## src/rtl/dmem_arb_pkg.sv

```systemverilog
// dmem_arb_pkg: shared types and widths for the data-memory arbiter.
//   req_e    : requester identity, also the bit index of a one-hot grant.
//   ADDR_W   : memory address width (256-entry memory).
//   DATA_W   : memory data width.
//   STARVE_W : width of each per-slot starvation counter.
package dmem_arb_pkg;

    localparam int ADDR_W   = 8;
    localparam int DATA_W   = 8;
    localparam int STARVE_W = 4;

    typedef enum logic {
        REQ_CPU = 1'b0,
        REQ_DMA = 1'b1
    } req_e;

endpackage

```

## src/rtl/dmem_arbiter_if.sv

```systemverilog
// dmem_arbiter_if: one requester's request/response channel to the arbiter.
//   req_valid/req_we/req_addr/req_wdata : request, held stable until accepted
//   req_ready                            : request accepted this cycle
//   rsp_valid/rsp_data                   : read data, one cycle after acceptance
// master = requester side, slave = arbiter side.
interface dmem_arbiter_if;
    import dmem_arb_pkg::*;

    logic              req_valid;
    logic              req_we;
    logic [ADDR_W-1:0] req_addr;
    logic [DATA_W-1:0] req_wdata;
    logic              req_ready;
    logic              rsp_valid;
    logic [DATA_W-1:0] rsp_data;

    modport master (
        output req_valid, req_we, req_addr, req_wdata,
        input  req_ready, rsp_valid, rsp_data
    );

    modport slave (
        input  req_valid, req_we, req_addr, req_wdata,
        output req_ready, rsp_valid, rsp_data
    );

endinterface

```

## src/rtl/dmem_arbiter_slot_arbiter.sv

```systemverilog
// slot_arbiter: two-input fixed-priority arbiter (CPU over DMA) for one
// memory port, with a starvation counter that hands DMA the slot once it
// has lost STARVE_LIMIT consecutive contentions.
//   clk, reset  : clock, synchronous active-high reset
//   cpu_want_i  : CPU wants this slot
//   dma_want_i  : DMA wants this slot
//   grant_o     : one-hot grant indexed by req_e (all zero during reset)
module slot_arbiter
    import dmem_arb_pkg::*;
#(
    parameter int STARVE_LIMIT = 4
) (
    input  logic       clk,
    input  logic       reset,
    input  logic       cpu_want_i,
    input  logic       dma_want_i,
    output logic [1:0] grant_o
);

    localparam logic [STARVE_W-1:0] LIMIT = STARVE_W'(STARVE_LIMIT);

    logic [STARVE_W-1:0] starve_q, starve_d;
    logic                contend;

    always_comb begin
        grant_o  = '0;
        starve_d = '0;
        contend  = cpu_want_i & dma_want_i;

        if (!reset) begin
            if (contend) begin
                if (starve_q == LIMIT) begin
                    grant_o[REQ_DMA] = 1'b1;
                end else begin
                    grant_o[REQ_CPU] = 1'b1;
                end
            end else if (cpu_want_i) begin
                grant_o[REQ_CPU] = 1'b1;
            end else if (dma_want_i) begin
                grant_o[REQ_DMA] = 1'b1;
            end
        end

        // Only a lost contention keeps the count alive; any DMA grant or
        // DMA absence restarts it from zero.
        if (contend && grant_o[REQ_CPU]) begin
            starve_d = (starve_q == LIMIT) ? LIMIT : starve_q + 1'b1;
        end
    end

    always_ff @(posedge clk) begin
        if (reset) begin
            starve_q <= '0;
        end else begin
            starve_q <= starve_d;
        end
    end

endmodule

```

## src/rtl/dmem_arbiter.sv

```systemverilog
// dmem_arbiter: shares the independent read and write ports of a 256x8
// data memory between the CPU load/store unit and the DMA engine. Each
// cycle at most one read and one write are granted, each slot arbitrated
// separately. Read data returns one cycle after acceptance.
//   clk, reset        : clock, synchronous active-high reset
//   cpu, dma          : requester channels (dmem_arbiter_if.slave)
//   mem_read_address  : memory read address (holds last granted address)
//   mem_data_out      : combinational read data from memory
//   mem_write         : memory write enable (forced low during reset)
//   mem_write_address : memory write address (holds last granted address)
//   mem_data_in       : memory write data (holds last granted data)
module dmem_arbiter
    import dmem_arb_pkg::*;
#(
    parameter int STARVE_LIMIT = 4
) (
    input  logic              clk,
    input  logic              reset,
    dmem_arbiter_if.slave     cpu,
    dmem_arbiter_if.slave     dma,
    output logic [ADDR_W-1:0] mem_read_address,
    input  logic [DATA_W-1:0] mem_data_out,
    output logic              mem_write,
    output logic [ADDR_W-1:0] mem_write_address,
    output logic [DATA_W-1:0] mem_data_in
);

    logic [1:0] rd_grant, wr_grant;

    logic [ADDR_W-1:0] rd_addr_q, rd_addr_d;
    logic [ADDR_W-1:0] wr_addr_q, wr_addr_d;
    logic [DATA_W-1:0] wr_data_q, wr_data_d;

    logic              cpu_rsp_valid_q, dma_rsp_valid_q;
    logic [DATA_W-1:0] cpu_rsp_data_q, cpu_rsp_data_d;
    logic [DATA_W-1:0] dma_rsp_data_q, dma_rsp_data_d;

    slot_arbiter #(.STARVE_LIMIT(STARVE_LIMIT)) u_rd_slot (
        .clk        (clk),
        .reset      (reset),
        .cpu_want_i (cpu.req_valid & ~cpu.req_we),
        .dma_want_i (dma.req_valid & ~dma.req_we),
        .grant_o    (rd_grant)
    );

    slot_arbiter #(.STARVE_LIMIT(STARVE_LIMIT)) u_wr_slot (
        .clk        (clk),
        .reset      (reset),
        .cpu_want_i (cpu.req_valid & cpu.req_we),
        .dma_want_i (dma.req_valid & dma.req_we),
        .grant_o    (wr_grant)
    );

    assign cpu.req_ready = rd_grant[REQ_CPU] | wr_grant[REQ_CPU];
    assign dma.req_ready = rd_grant[REQ_DMA] | wr_grant[REQ_DMA];

    always_comb begin
        rd_addr_d      = rd_addr_q;
        wr_addr_d      = wr_addr_q;
        wr_data_d      = wr_data_q;
        cpu_rsp_data_d = cpu_rsp_data_q;
        dma_rsp_data_d = dma_rsp_data_q;

        if (rd_grant[REQ_CPU]) begin
            rd_addr_d      = cpu.req_addr;
            cpu_rsp_data_d = mem_data_out;
        end else if (rd_grant[REQ_DMA]) begin
            rd_addr_d      = dma.req_addr;
            dma_rsp_data_d = mem_data_out;
        end

        if (wr_grant[REQ_CPU]) begin
            wr_addr_d = cpu.req_addr;
            wr_data_d = cpu.req_wdata;
        end else if (wr_grant[REQ_DMA]) begin
            wr_addr_d = dma.req_addr;
            wr_data_d = dma.req_wdata;
        end
    end

    // Memory drive: the granted request passes straight through; when a
    // slot is idle its last granted values are held. Reset forces zero
    // without waiting for the registers to clear.
    assign mem_read_address  = reset ? '0 : rd_addr_d;
    assign mem_write_address = reset ? '0 : wr_addr_d;
    assign mem_data_in       = reset ? '0 : wr_data_d;
    assign mem_write         = ~reset & (|wr_grant);

    always_ff @(posedge clk) begin
        if (reset) begin
            rd_addr_q       <= '0;
            wr_addr_q       <= '0;
            wr_data_q       <= '0;
            cpu_rsp_valid_q <= 1'b0;
            dma_rsp_valid_q <= 1'b0;
            cpu_rsp_data_q  <= '0;
            dma_rsp_data_q  <= '0;
        end else begin
            rd_addr_q       <= rd_addr_d;
            wr_addr_q       <= wr_addr_d;
            wr_data_q       <= wr_data_d;
            cpu_rsp_valid_q <= rd_grant[REQ_CPU];
            dma_rsp_valid_q <= rd_grant[REQ_DMA];
            cpu_rsp_data_q  <= cpu_rsp_data_d;
            dma_rsp_data_q  <= dma_rsp_data_d;
        end
    end

    assign cpu.rsp_valid = cpu_rsp_valid_q;
    assign cpu.rsp_data  = cpu_rsp_data_q;
    assign dma.rsp_valid = dma_rsp_valid_q;
    assign dma.rsp_data  = dma_rsp_data_q;

endmodule

```

## src/flat_wrapper.sv

```systemverilog
// flat-port wrapper written by rule: the top's interface ports become plain ports
module dmem_arbiter_flat import dmem_arb_pkg::*;
#(
    parameter int STARVE_LIMIT = 4
)
  (clk, reset, mem_read_address, mem_data_out, mem_write, mem_write_address, mem_data_in, cpu_req_valid, cpu_req_we, cpu_req_addr, cpu_req_wdata, cpu_req_ready, cpu_rsp_valid, cpu_rsp_data, dma_req_valid, dma_req_we, dma_req_addr, dma_req_wdata, dma_req_ready, dma_rsp_valid, dma_rsp_data);
  dmem_arbiter_if cpu_i ();
  dmem_arbiter_if dma_i ();
  input  logic clk;
  input  logic reset;
  output logic [ADDR_W-1:0] mem_read_address;
  input  logic [DATA_W-1:0] mem_data_out;
  output logic mem_write;
  output logic [ADDR_W-1:0] mem_write_address;
  output logic [DATA_W-1:0] mem_data_in;
  input wire logic [$bits(cpu_i.req_valid)-1:0] cpu_req_valid;
  input wire logic [$bits(cpu_i.req_we)-1:0] cpu_req_we;
  input wire logic [$bits(cpu_i.req_addr)-1:0] cpu_req_addr;
  input wire logic [$bits(cpu_i.req_wdata)-1:0] cpu_req_wdata;
  output wire logic [$bits(cpu_i.req_ready)-1:0] cpu_req_ready;
  output wire logic [$bits(cpu_i.rsp_valid)-1:0] cpu_rsp_valid;
  output wire logic [$bits(cpu_i.rsp_data)-1:0] cpu_rsp_data;
  input wire logic [$bits(dma_i.req_valid)-1:0] dma_req_valid;
  input wire logic [$bits(dma_i.req_we)-1:0] dma_req_we;
  input wire logic [$bits(dma_i.req_addr)-1:0] dma_req_addr;
  input wire logic [$bits(dma_i.req_wdata)-1:0] dma_req_wdata;
  output wire logic [$bits(dma_i.req_ready)-1:0] dma_req_ready;
  output wire logic [$bits(dma_i.rsp_valid)-1:0] dma_rsp_valid;
  output wire logic [$bits(dma_i.rsp_data)-1:0] dma_rsp_data;
  assign cpu_i.req_valid = cpu_req_valid;
  assign cpu_i.req_we = cpu_req_we;
  assign cpu_i.req_addr = cpu_req_addr;
  assign cpu_i.req_wdata = cpu_req_wdata;
  assign cpu_req_ready = cpu_i.req_ready;
  assign cpu_rsp_valid = cpu_i.rsp_valid;
  assign cpu_rsp_data = cpu_i.rsp_data;
  assign dma_i.req_valid = dma_req_valid;
  assign dma_i.req_we = dma_req_we;
  assign dma_i.req_addr = dma_req_addr;
  assign dma_i.req_wdata = dma_req_wdata;
  assign dma_req_ready = dma_i.req_ready;
  assign dma_rsp_valid = dma_i.rsp_valid;
  assign dma_rsp_data = dma_i.rsp_data;
  dmem_arbiter #(.STARVE_LIMIT(STARVE_LIMIT)) u_core (.clk(clk), .reset(reset), .cpu(cpu_i), .dma(dma_i), .mem_read_address(mem_read_address), .mem_data_out(mem_data_out), .mem_write(mem_write), .mem_write_address(mem_write_address), .mem_data_in(mem_data_in));
endmodule
```

## config.mk

```make
export PLATFORM = sky130hd
export DESIGN_NAME = dmem_arbiter_flat
export DESIGN_NICKNAME = d
export VERILOG_FILES = /design/src/rtl/dmem_arb_pkg.sv /design/src/rtl/dmem_arbiter_if.sv /design/src/rtl/dmem_arbiter_slot_arbiter.sv /design/src/rtl/dmem_arbiter.sv /design/src/flat_wrapper.sv
export SDC_FILE = /design/constraint.sdc
export NUM_CORES = 1
export LEC_CHECK = 0
export CAP_MARGIN = 20
export CELL_PAD_IN_SITES_DETAIL_PLACEMENT = 1
export CELL_PAD_IN_SITES_GLOBAL_PLACEMENT = 1
export CORE_UTILIZATION = 33
export DETAILED_ROUTE_END_ITERATION = 8
export PLACE_DENSITY = 0.88
export SLEW_MARGIN = 20
export SYNTH_ARGS = -nofsm -noshare
export SYNTH_HDL_FRONTEND = slang
export SYNTH_SLANG_ARGS = --single-unit
```

## constraint.sdc

```tcl
create_clock -name clk -period 3.4 [get_ports clk]
set_input_delay 0.51 -clock clk [delete_from_list [all_inputs] [get_ports clk]]
set_output_delay 0.51 -clock clk [all_outputs]
set_load 0.005 [all_outputs]
```

Word level (Yosys, flattened, before mapping) --
Index checks and enable logic that the tools add are counted.
Word-level totals: register bits after elaboration 50, word-level logic and storage cells 63
Operators by class: $add $sub $neg 2, equality and inequality tests 2, muxes and demuxes 25, bitwise logic cells 15, reduce and logical (&&, ||, !) cells 8
Operators with widths (count):
- 2-to-1 mux 8 bit | 9
- 2-to-1 mux 1 bit | 10
- adder 4 x 1 -> 4 bit (second input constant) | 2
- equality test 4 x 3 -> 1 bit (second input constant) | 2
- 2-to-1 mux 2 bit | 4
- AND 1 bit | 7
- 2-to-1 mux 3 bit | 2
- inverter 1 bit | 6
- OR reduction 2 bit | 3
- OR reduction 3 bit | 2
- logical AND 1 bit | 2
- OR 1 bit | 2
- AND reduction 2 bit | 1

Logic depth before layout (Yosys ltp) --
word-level depth 9, gate-level depth with buffers 8, depth with buffers taken out 6

Hierarchy --
A second synthesis with hierarchy kept.
Second synthesis, totals: cells, all modules 214, area total of the unflattened synthesis 2303.5 sq um
Modules (own cells, without submodules):
- dmem_arbiter | instances 1, cells each 170, area an instance 1848.0 sq um, sequential area each 840.8 sq um
- slot_arbiter | instances 2, cells each 22, area an instance 227.7 sq um, sequential area each 80.1 sq um

Worst setup path before layout --
Ideal clock, no wire load.
kind register to output, start point reg u_core.u_wr_slot.starve_q[0], end point out mem_data_in[6], data arrival time 1.652 ns, setup slack 1.238 ns, stages on the path, launching flop included 7, buffers on the path 1, path through dfxtp_1 inv_1 ha_1 and3b_4 a311o_2 buf_6 a311oi_2
On the way: longest elaborated chain between the ends 7, elaborated cells between the ends (all ways) 8
Ends and longest elaborated chain:
- from (decl) | line dmem_arbiter_slot_arbiter.sv:22 | logic [STARVE_W-1:0] starve_q, starve_d;
- from (signal assigned) | line dmem_arbiter_slot_arbiter.sv:55 | starve_q <= starve_d;
- equality test 4 x 3 -> 1 bit (*) | line dmem_arbiter_slot_arbiter.sv:32 | if (starve_q == LIMIT) begin
- 2-to-1 mux 1 bit | line dmem_arbiter_slot_arbiter.sv:32
- 2-to-1 mux 2 bit (*) | line dmem_arbiter_slot_arbiter.sv:31 | if (contend) begin
- 2-to-1 mux 2 bit (*) | line dmem_arbiter_slot_arbiter.sv:30 | if (!reset) begin
- 2-to-1 mux 8 bit | line dmem_arbiter.sv:75 | end else if (wr_grant[REQ_DMA]) begin
- 2-to-1 mux 8 bit (*) | line dmem_arbiter.sv:72 | if (wr_grant[REQ_CPU]) begin
- 2-to-1 mux 8 bit (*) | line dmem_arbiter.sv:86 | assign mem_data_in = reset ? '0 : wr_data_d;
- to (decl) | line flat_wrapper.sv:15 | output logic [DATA_W-1:0] mem_data_in;
Mark *: on every way between the ends. The rest lies on a longest branch, timed or not.

Final worst setup path --
start point in dma_req_valid, end point out mem_write_address[2]
On the way: longest elaborated chain between the ends 8, elaborated cells between the ends (all ways) 9
Ends and longest elaborated chain:
- from (decl) | line flat_wrapper.sv:23 | input wire logic [$bits(dma_i.req_valid)-1:0] dma_req_valid;
- AND 1 bit (*) | line dmem_arbiter.sv:50 | .dma_want_i (dma.req_valid & dma.req_we),
- 2-to-1 mux 1 bit | line dmem_arbiter_slot_arbiter.sv:39 | end else if (dma_want_i) begin
- 2-to-1 mux 1 bit | line dmem_arbiter_slot_arbiter.sv:37 | end else if (cpu_want_i) begin
- 2-to-1 mux 2 bit (*) | line dmem_arbiter_slot_arbiter.sv:31
- 2-to-1 mux 2 bit (*) | line dmem_arbiter_slot_arbiter.sv:30
- 2-to-1 mux 8 bit | line dmem_arbiter.sv:75
- 2-to-1 mux 8 bit (*) | line dmem_arbiter.sv:72
- 2-to-1 mux 8 bit (*) | line dmem_arbiter.sv:85 | assign mem_write_address = reset ? '0 : wr_addr_d;
- to (decl) | line flat_wrapper.sv:14 | output logic [ADDR_W-1:0] mem_write_address;
Marks and branches as above.

==> results by group <==
Outcome
  • Outcome: completed

Logic synthesis
  • Mapped Area: 2140 sq um
  • Ys Warns: 0
  • Syn Area/Cell: ~9.0 sq um
  • Netlist cell types: 30
  • Ranking of synthesized cells by area: dfxtp_1 47%, mux2i_1 7.5%, nand2_1 7.4%
  • Seq/Total Area, Yosys: about 47%
  • Synth area leader: dfxtp_1
  • Post-synth top area share: a little under half
  • FF+latch count, synth: 50
  • Synthesized instance count: between 200 and 250
  • Syn_nets: roughly 290

Power and ir drop
  • Pleak: between 1 and 1.5 nW
  • Total power: between 1 and 1.5 mW
  • VDD IR max: roughly 190 uV
  • Power Dens Cells: approximately 380 nW/um^2

Worst setup path
  • Worst path bufs/invs: 3
  • Worst EP arrival: 2770 ps
  • Max incr delay on CP: 620 ps
  • Critical path class: input port to output pin
  • Slowest stage cell on the critical path: clkdlybuf4s50_1
  • WP data required: roughly 2900 ps
  • CP Capture Type: output pin
  • Crit start category: input port
  • CP dominant cell by count: clkdlybuf4s50_1
  • Critical path's top delay family: buffers and inverters
  • Max FO, Critical Path: 17
  • CP cell instances: clkdlybuf4s50_1 -> and3b_1 -> o21a_1 -> buf_12 -> nand2_1 -> a311oi_1 -> clkdlybuf4s50_1

Place
  • Placed Instances: 397
  • Place WS: roughly 150 ps
  • Final HPWL DP: 4620 um
  • Placer congestion estimate: 0.702
  • Placement Cell Area: slightly above 3000 sq um
  • IO buf count: 90

Floorplanning
  • # IOs: 91
  • Die area: 6800 sq um
  • Die width: ~82 um
  • Site row count: 28
  • Core ar.: 6100 sq um
  • Initial Util: between 30% and 40%
  • Die height: 82.5 um

Timing
  • Setup Viol. Count Final: 0
  • Setup TNS: 0 ps
  • Least-Margin Pin Slew: 729 ps
  • Worst hold margin: 475 ps
  • Fin Clk Skew: 6.39 ps
  • PnR worst setup slack: 116 ps
  • Fin. max-slew vios: 0
  • Crit share post-route: 96.6%
  • Worst rel slew slack: 51.4%
  • Fin. Hold Viols: 0
  • Post-route minimum period: 3280 ps
  • Max Fclk: 304 MHz

Cells and area
  • Design area: 3230 sq um
  • Fin cells: 406
  • Diode count: 0
  • Nets: 380
  • Final Util: 53.0%
  • Share of cells above drive strength 1: 8.46%
  • Area growth, synth to finish: 51.1%

Clock network
  • # H-tree levels: 2
  • Clock Path Buffers: 2
  • CTS tree: done
  • Post-CTS Resized: 0
  • CTS root buffer: clkbuf_8
  • Clock transition at path regs: 90 ps
  • Cts hold-fix bufs: 0
  • CTS Buf Count: 5
  • CTS sink count: 50
  • Postcts setup bufs: 0
  • Clock Latency Late Sink: 300 ps

Min path
  • HP Class: flop to flop

Routing
  • Avg Vias per Cell: between 5 and 6
  • Metal1 wirelength: between 2000 and 3000 um
  • Wire per inst: 16.6 um
  • Met3 WL: 535 um
  • First drt pass iteration count: 4
  • DRC: 0
  • Met2 wire len: around 3300 um
  • Post-route ant nets: 0
  • DRT Wirelength: 6760 um
  • Highest metal used: met4
  • Number of DRC markers in iteration 0: slightly above 80
  • Vias: approximately 2100

Global routing
  • Initial antenna violation count: 0
  • Vias in the first global route: 2002
  • First-pass GRT wire length: 9880 um
  • Total gr overflow: 0
  • Total GRT Usage: 19.4%
  • Largest net degree at the start of global routing: 33

Flow run
  • Max-cap violations: 0
power by group:
| part | total [mW] | leakage [nW] | internal, mW | switching, mW |
|---|---|---|---|---|
| Combinational | 0.230 | 0.745 | 0.135 | 0.0951 |
| Clock | 0.361 | 0.0472 | 0.164 | 0.197 |
| Sequential | 0.626 | 0.409 | 0.615 | 0.0107 |
final timing paths:
check             cells past startpoint                    startpoint                            to  slack [ps]
setup / recovery                      7                 dma_req_valid          mem_write_address[2]         120
hold / removal                        1  u_core.u_wr_slot.starve_q[0]  u_core.u_wr_slot.starve_q[0]         470
setup reg to reg                      5  u_core.u_wr_slot.starve_q[0]           u_core.wr_addr_q[6]        1410
hold reg to reg                       1  u_core.u_wr_slot.starve_q[0]  u_core.u_wr_slot.starve_q[0]         470
state kept, by name (all words and copies together), names as in the netlist:
signal / count
u_core.u_wr_slot.starve_q: 4
u_core.wr_addr_q: 8
u_core.rd_addr_q: 8
u_core.u_rd_slot.starve_q: 4
u_core.wr_data_q: 8
u_core.cpu.rsp_data: 8
u_core.dma.rsp_data: 8
u_core.cpu.rsp_valid: 1
u_core.dma.rsp_valid: 1
final cells by class:
class                   count  area (sq um)
clock inverters             2          12.5
fillers                   733          2870
clock buffers               6          82.6
multi-input cells         169          1040
well taps                  75          93.8
inverters                   5          18.8
flip-flops and latches     50          1000
repair buffers             99           978
worst register-to-register path, cell delays in order (launching register included):
cell and delay (ps):
dfxtp_1 390, inv_1 60, ha_1 210, and3b_4 230, a311o_1 580, a311oi_1 420
cell usage after synthesis, drive strengths merged:
cell type / count
nand3: 4
a21boi: 1
xnor2: 1
a311oi: 17
nand2: 42
nor2b: 1
dfxtp: 50
xor2: 2
nor3b: 1
and3: 1
buf: 10
clkbuf: 5
a311o: 1
mux2i: 16
nor2: 40
o21ai: 13
o21a: 1
and3b: 2
or2: 1
nand3b: 2
inv: 5
nand2b: 10
ha: 4
a211oi: 8
cell families (layout without fill, tap and decap cells):
logic type / count (synthesis) / in the layout / synth area share (%)
and+or+nand+nor: 104 / 104 / 21.4
xor gates and xnor gates: 3 / 3 / 1.23
AOI/OAI and AO/OA: 41 / 42 / 15.2
adders and majority gates: 4 / 4 / 2.34
DFF: 50 / 50 / 46.8
muxes: 16 / 16 / 7.49
buffers and inverters: 20 / 112 / 5.44
cells in the final DEF, fill, tap and decap left out:
cell              n
clkinv_2          1
nand2_1          42
xor2_1            2
xnor2_1           1
clkbuf_8          6
nor3b_2           1
a211oi_1          8
a21boi_2          1
o21ai_2           1
nor2_1           40
o21ai_4           1
buf_4             8
mux2i_1          16
and3b_4           1
nand3b_1          2
a311o_2           1
and3_1            1
nand2b_1         10
a311oi_1         14
clkinvlp_4        1
and3b_1           1
o21ai_0          11
inv_1             5
buf_2             1
or2_2             1
o21a_1            1
ha_1              4
nand3_1           4
a311o_1           1
buf_12            1
nor2b_1           1
dlymetal6s2s_1    1
clkdlybuf4s50_1  88
a311oi_2          3
dfxtp_1          50
per-layer routing:
layer | GRT usage (%) | vias to the layer above
li1 | - | 1003
met1 | 21.8 | 980
met2 | 33.4 | 66
met3 | 7.58 | 14
met4 | 6.67 | 0
met5 | 0 | -
(Power assumes the default switching activity.)
